### config.mk
export PLATFORM = sky130hd
export DESIGN_NAME = tdc_decoder
export DESIGN_NICKNAME = d
export VERILOG_FILES = /design/src/rtl/tdc_pkg.sv /design/src/rtl/tdc_therm_decode.sv /design/src/rtl/tdc_decoder.sv
export SDC_FILE = /design/constraint.sdc
export NUM_CORES = 1
export LEC_CHECK = 0
export ABC_AREA = 0
export ABC_CLOCK_PERIOD_IN_PS = 11100
export CAP_MARGIN = 0
export CELL_PAD_IN_SITES_DETAIL_PLACEMENT = 0
export CELL_PAD_IN_SITES_GLOBAL_PLACEMENT = 1
export CORE_ASPECT_RATIO = 1.2
export CORE_MARGIN = 2
export CORE_UTILIZATION = 45
export CTS_CLUSTER_DIAMETER = 120
export DETAILED_ROUTE_END_ITERATION = 6
export HOLD_SLACK_MARGIN = 0.02
export PLACE_DENSITY = 0.95
export SETUP_SLACK_MARGIN = 0.05
export SYNTH_ARGS = -nofsm -noshare
export SYNTH_HDL_FRONTEND = slang
export SYNTH_SLANG_ARGS = --single-unit
### constraint.sdc
create_clock -name clk -period 11.1 [get_ports clk]
set_input_delay 1.11 -clock clk [delete_from_list [all_inputs] [get_ports clk]]
set_output_delay 1.11 -clock clk [all_outputs]
set_load 0.05 [all_outputs]
### src/rtl/tdc_pkg.sv
// Shared types and widths for the ring-oscillator TDC receive path.
package tdc_pkg;
  localparam int unsigned TDC_PHASES = 16;
  localparam int unsigned FINE_W     = 5;
  localparam int unsigned COARSE_W   = 7;
  localparam int unsigned VPH_W      = 12;

  typedef logic [VPH_W-1:0] vphase_t;

  typedef enum logic [1:0] {IDLE, PRIME, RUN} tdcdec_state_t;
endpackage

### src/rtl/tdc_therm_decode.sv
// Popcount-based fine-phase decode of the alternately-inverted ring phase word,
// with a flag for any word that is not a clean thermometer code.
module tdc_therm_decode
  import tdc_pkg::*;
(
  input  logic [TDC_PHASES-1:0] phase_i,
  output logic [FINE_W-1:0]     fine_o,
  output logic                  bubble_o
);

  logic [FINE_W-1:0]     ones;
  logic [TDC_PHASES-1:0] norm;
  logic [TDC_PHASES:0]   norm_inc;

  always_comb begin
    ones = '0;
    for (int unsigned i = 0; i < TDC_PHASES; i++) begin
      ones = ones + FINE_W'(phase_i[i]);
    end
    // Invert so both polarities become 1s-from-bit-0; a clean run of 1s plus one has no overlap.
    norm     = phase_i[0] ? phase_i : ~phase_i;
    norm_inc = {1'b0, norm} + (TDC_PHASES+1)'(1);
    bubble_o = |({1'b0, norm} & norm_inc);
    fine_o   = phase_i[0] ? (ones - FINE_W'(1)) : (FINE_W'(31) - ones);
  end

endmodule

### src/rtl/tdc_decoder.sv
// TDC receive side: input register, fine decode/alignment, phase increment,
// wrapping phase accumulator and windowed FCW measurement.
module tdc_decoder
  import tdc_pkg::*;
#(
  parameter int unsigned ACC_W    = 24,
  parameter int unsigned CAL_LOG2 = 4,
  parameter int unsigned FINE_DLY = 0
) (
  input  logic                      clk,
  input  logic                      rst,
  input  logic                      en,
  input  logic [COARSE_W-1:0]       ripple_count,
  input  logic [TDC_PHASES-1:0]     phase,
  output logic                      valid,
  output logic [FINE_W-1:0]         fine,
  output logic [VPH_W-1:0]          delta,
  output logic [ACC_W-1:0]          phase_acc,
  output logic [VPH_W+CAL_LOG2-1:0] fcw_meas,
  output logic                      fcw_valid,
  output logic                      bubble_err
);

  localparam int unsigned FCW_W = VPH_W + CAL_LOG2;

  logic [COARSE_W-1:0]   rc_q;
  logic [TDC_PHASES-1:0] ph_q;
  logic [FINE_W-1:0]     fine_dec;
  logic                  bubble_dec;
  logic [FINE_W-1:0]     fine_del;
  vphase_t               var_phase;
  vphase_t               delta_n;
  vphase_t               prev_q;
  vphase_t               delta_q;
  tdcdec_state_t         state_q;
  logic                  valid_q;
  logic                  fcw_valid_q;
  logic                  bubble_q;
  logic [FINE_W-1:0]     fine_q;
  logic [ACC_W-1:0]      acc_q;
  logic [FCW_W-1:0]      fcw_q;
  logic [FCW_W-1:0]      win_q;
  logic [CAL_LOG2-1:0]   cnt_q;

  tdc_therm_decode u_therm (
    .phase_i  (ph_q),
    .fine_o   (fine_dec),
    .bubble_o (bubble_dec)
  );

  if (FINE_DLY == 0) begin : g_nodly
    assign fine_del = fine_dec;
  end else begin : g_dly
    logic [FINE_W-1:0] dly_q [FINE_DLY];
    always_ff @(posedge clk) begin
      if (rst) begin
        for (int unsigned i = 0; i < FINE_DLY; i++) dly_q[i] <= '0;
      end else begin
        dly_q[0] <= fine_dec;
        for (int unsigned i = 1; i < FINE_DLY; i++) dly_q[i] <= dly_q[i-1];
      end
    end
    assign fine_del = dly_q[FINE_DLY-1];
  end

  assign var_phase = {rc_q, fine_del};
  assign delta_n   = var_phase - prev_q;

  always_ff @(posedge clk) begin
    if (rst) begin
      rc_q        <= '0;
      ph_q        <= '0;
      prev_q      <= '0;
      delta_q     <= '0;
      state_q     <= IDLE;
      valid_q     <= 1'b0;
      fcw_valid_q <= 1'b0;
      bubble_q    <= 1'b0;
      fine_q      <= '0;
      acc_q       <= '0;
      fcw_q       <= '0;
      win_q       <= '0;
      cnt_q       <= '0;
    end else begin
      rc_q        <= ripple_count;
      ph_q        <= phase;
      valid_q     <= 1'b0;
      fcw_valid_q <= 1'b0;
      if (bubble_dec) bubble_q <= 1'b1;
      if (!en) begin
        state_q <= IDLE;
        cnt_q   <= '0;
        win_q   <= '0;
      end else begin
        fine_q <= fine_del;
        case (state_q)
          IDLE: begin
            prev_q  <= var_phase;
            cnt_q   <= '0;
            win_q   <= '0;
            state_q <= PRIME;
          end
          PRIME, RUN: begin
            prev_q  <= var_phase;
            delta_q <= delta_n;
            acc_q   <= acc_q + ACC_W'(delta_n);
            valid_q <= 1'b1;
            state_q <= RUN;
            cnt_q   <= cnt_q + CAL_LOG2'(1);
            // The completing cycle's delta goes straight into the report, not into win_q.
            if (cnt_q == '1) begin
              fcw_q       <= win_q + FCW_W'(delta_n);
              fcw_valid_q <= 1'b1;
              win_q       <= '0;
            end else begin
              win_q <= win_q + FCW_W'(delta_n);
            end
          end
          default: state_q <= IDLE;
        endcase
      end
    end
  end

  assign valid      = valid_q;
  assign fine       = fine_q;
  assign delta      = delta_q;
  assign phase_acc  = acc_q;
  assign fcw_meas   = fcw_q;
  assign fcw_valid  = fcw_valid_q;
  assign bubble_err = bubble_q;

endmodule

==> results.sh <==
export IMPL_status="finished clean"
export IMPL_synthMuxAreaShare_pct=1.61
export IMPL_cts_max_path_buffers=2
export IMPL_grt_max_degree=65
export IMPL_dr_first_iter_drc_count=301
export IMPL_dp_slack_ns=3.07
export IMPL_cts_tree="yes"
export IMPL_firstDrtPassIters=7
export IMPL_required_ns=11.39
export IMPL_cts_sinks=116
export IMPL_synth_edff_count=0
export IMPL_leakagePower_nw=3.23
export IMPL_slew_headroom_pct=37.8
export IMPL_clk_pin_slew_worst_paths_ns=0.06
export IMPL_io_pins=86
export IMPL_grt_pass1_wl_um=26100
export IMPL_synth_most_common_cell="dfxtp_1"
export IMPL_drive_above_1_share_pct=5.02
export IMPL_powerDensity_nw_per_um2=245
export IMPL_netlist_area_leader_share_pct=35.6
export IMPL_syn_inst=786
export IMPL_tns_ns=0
export IMPL_end_kind="register"
export IMPL_grtUsageTotal_pct=21.4
export IMPL_antenna_left=0
export IMPL_gp_congestion=0.908
export IMPL_drc=0
export IMPL_cp_max_fo=13
export IMPL_r2r_start="ph_q[0]"
export IMPL_cp_arrival_ns=8.46
export IMPL_max_stage_delay_ns=0.61
export IMPL_via_per_inst=5.51
export IMPL_worstHoldStart="fcw_meas[2]"
export IMPL_via_count=5795
export IMPL_syn_nets=869
export IMPL_floorplan_rows=48
export IMPL_fin_crit_ns=8.16
export IMPL_grt_setup_unrepaired="no"
export IMPL_ir_worst_vdd_v=0.000205
export IMPL_synth_adder_area_share_pct=12.4
export IMPL_hold_buffers=0
export IMPL_fmax_mhz=122
export IMPL_placed_cell_area_um2=7500
export IMPL_cts_made_buffers=17
export IMPL_synth_warnings=0
export IMPL_path_class="reg -> reg"
export IMPL_antenna_found_initial=0
export IMPL_core_area_um2=14300
export IMPL_cts_resized=0
export IMPL_ys_flop_type="dfxtp_1"
export IMPL_die_x_um=114
export IMPL_area_delta_synth_final_pct=24.3
export IMPL_diodes=0
export IMPL_final_area_um2=8110
export IMPL_setup_viol=0
export IMPL_final_nets=947
export IMPL_clock_latency_ns=0.42
export IMPL_setup_ws_ns=2.94
export IMPL_cts_setup_buffers=0
export IMPL_synth_cell_type_count=63
export IMPL_timing_critical_path_from="ph_q[0]"
export IMPL_grt_pass1_vias=5472
export IMPL_htreeDepth=4
export IMPL_ys_ff_latch=116
export IMPL_worst_path_max_delay_cell="dfxtp_1"
export IMPL_syn_area_um2=6520
export IMPL_finalHoldViolations=0
export IMPL_synth_xor_area_share_pct=4.78
export IMPL_detail_route_wl_per_cell_um=15.3
export IMPL_whs_ns=0.451
export IMPL_hp_class="reg -> reg"
export IMPL_clock_skew_ns=0.00994
export IMPL_drv_cap=0
export IMPL_synth_simple_area_share_pct=21.7
export IMPL_wirelength_um=16100
export IMPL_hpwl_um=11600
export IMPL_die_area_um2=15500
export IMPL_yosysTopAreaCell="dfxtp_1"
export IMPL_ys_top_cells_by_area="dfxtp_1 36%, ha_1 8.4%, nand2_1 6.1%"
export IMPL_syn_area_per_cell_um2=8.30
export IMPL_synth_compound_gate_area_share_pct=19.5
export IMPL_final_max_slew_viol_count=0
export IMPL_ys_seq_area_share_pct=35.6
export IMPL_clockRootBuffer="clkbuf_16"
export IMPL_fin_crit_sh_pct=73.6
export IMPL_worst_pin_slew_ns=0.931
export IMPL_grt_remaining_overflow=0
export IMPL_async_flop_share_pct=0
export IMPL_die_y_um=136
export IMPL_numPortBuffers=85
export IMPL_synth_top_family_by_area="simple AND/OR/NAND/NOR gates"
export IMPL_start_kind="register"
export IMPL_initial_utilization_pct=45.6
export IMPL_synthTopCellsByCount="116 x dfxtp_1, 106 x nand2_1, 70 x a21oi_1"
==> logic make-up after synthesis <==
group | Yosys count
buf+inv | 77
flops | 116
fa+ha+maj | 57
xor+xnor | 34
simple gates | 295
compound gates | 197
mux | 10
==> placed cells by master, fill, tap and decap left out, types with 4 or more instances in the layout <==
cell type	instances
nor3_1	18
fa_1	13
mux2i_1	6
o211ai_1	6
nor2_1	61
dfxtp_1	116
xnor2_1	25
and3_1	9
bufinv_16	4
clkinv_2	4
a21o_1	9
a31oi_1	5
o31ai_1	8
clkbuf_16	17
a211oi_1	14
o21a_1	6
nor4_1	6
inv_1	47
ha_1	44
and2_1	5
nand2_1	106
buf_4	4
nand4_1	7
nor2b_1	36
xor2_1	8
nand3_1	14
nand2b_1	12
a21oi_1	70
o21ai_0	38
a22oi_1	6
clkdlybuf4s50_1	84
or3_1	5
==> worst max-delay path: cells and delay by family (launching register included) <==
kind | cells | cell delay, ns
adder cells (fa/ha/maj) | 10 | 3.95
AO/OA/AOI/OAI | 5 | 1.38
AND/OR/NAND/NOR | 5 | 1.11
flip-flops | 1 | 0.61
XOR/XNOR | 3 | 0.54
buffers and inverters | 6 | 0.44
==> sequential cells by signal, indices dropped and copies added (netlist names) <==
signal,flops
bubble_err,1
cnt_q,4
delta,12
fcw_meas,16
fcw_valid,1
fine,5
ph_q,16
phase_acc,24
prev_q,12
rc_q,7
state_q,2
win_q,16
==> stage by stage <==
stage          power [mW]  util (%)  std cells
2_1_floorplan        1.18         -        786
3_3_place_gp         1.40      52.5       1020
3_5_place_dp         1.41      52.5       1020
4_1_cts              1.99      56.7       1051
5_1_grt              2.12      56.7       1051
6_report             1.99      56.7       1051
==> layer usage <==
layer / up-vias / global-route usage, % / wire length [um]
li1: 2918 / - / -
met1: 2698 / 26.9 / 7090
met2: 145 / 34.9 / 7720
met3: 34 / 4.64 / 753
met4: 0 / 10.8 / 494
met5: - / 0 / 0
==> final timing paths <==
path,slack [ns],end,cells past startpoint
max,2.94,fcw_meas[14],29
min,0.45,fcw_meas[2],2
max reg2reg,2.94,fcw_meas[14],29
min reg2reg,0.45,fcw_meas[2],2
==> report_power, final <==
group / total [mW] / switching (mW) / internal [mW]
Sequential: 0.479 / 0.0276 / 0.451
Combinational: 0.939 / 0.578 / 0.360
Clock: 0.568 / 0.189 / 0.378
Total: 1.99 / 0.795 / 1.19
==> cell type report <==
| class | instances | area [um2] |
|---|---|---|
| tap | 175 | 219 |
| multi-input combinational | 593 | 3910 |
| sequential | 116 | 2320 |
| timing repair buffer | 89 | 876 |
| inverter | 47 | 176 |
| clock inverter | 10 | 156 |
| clock buffer | 21 | 450 |
| fill | 1295 | 6180 |
(Power assumes the default switching activity.)
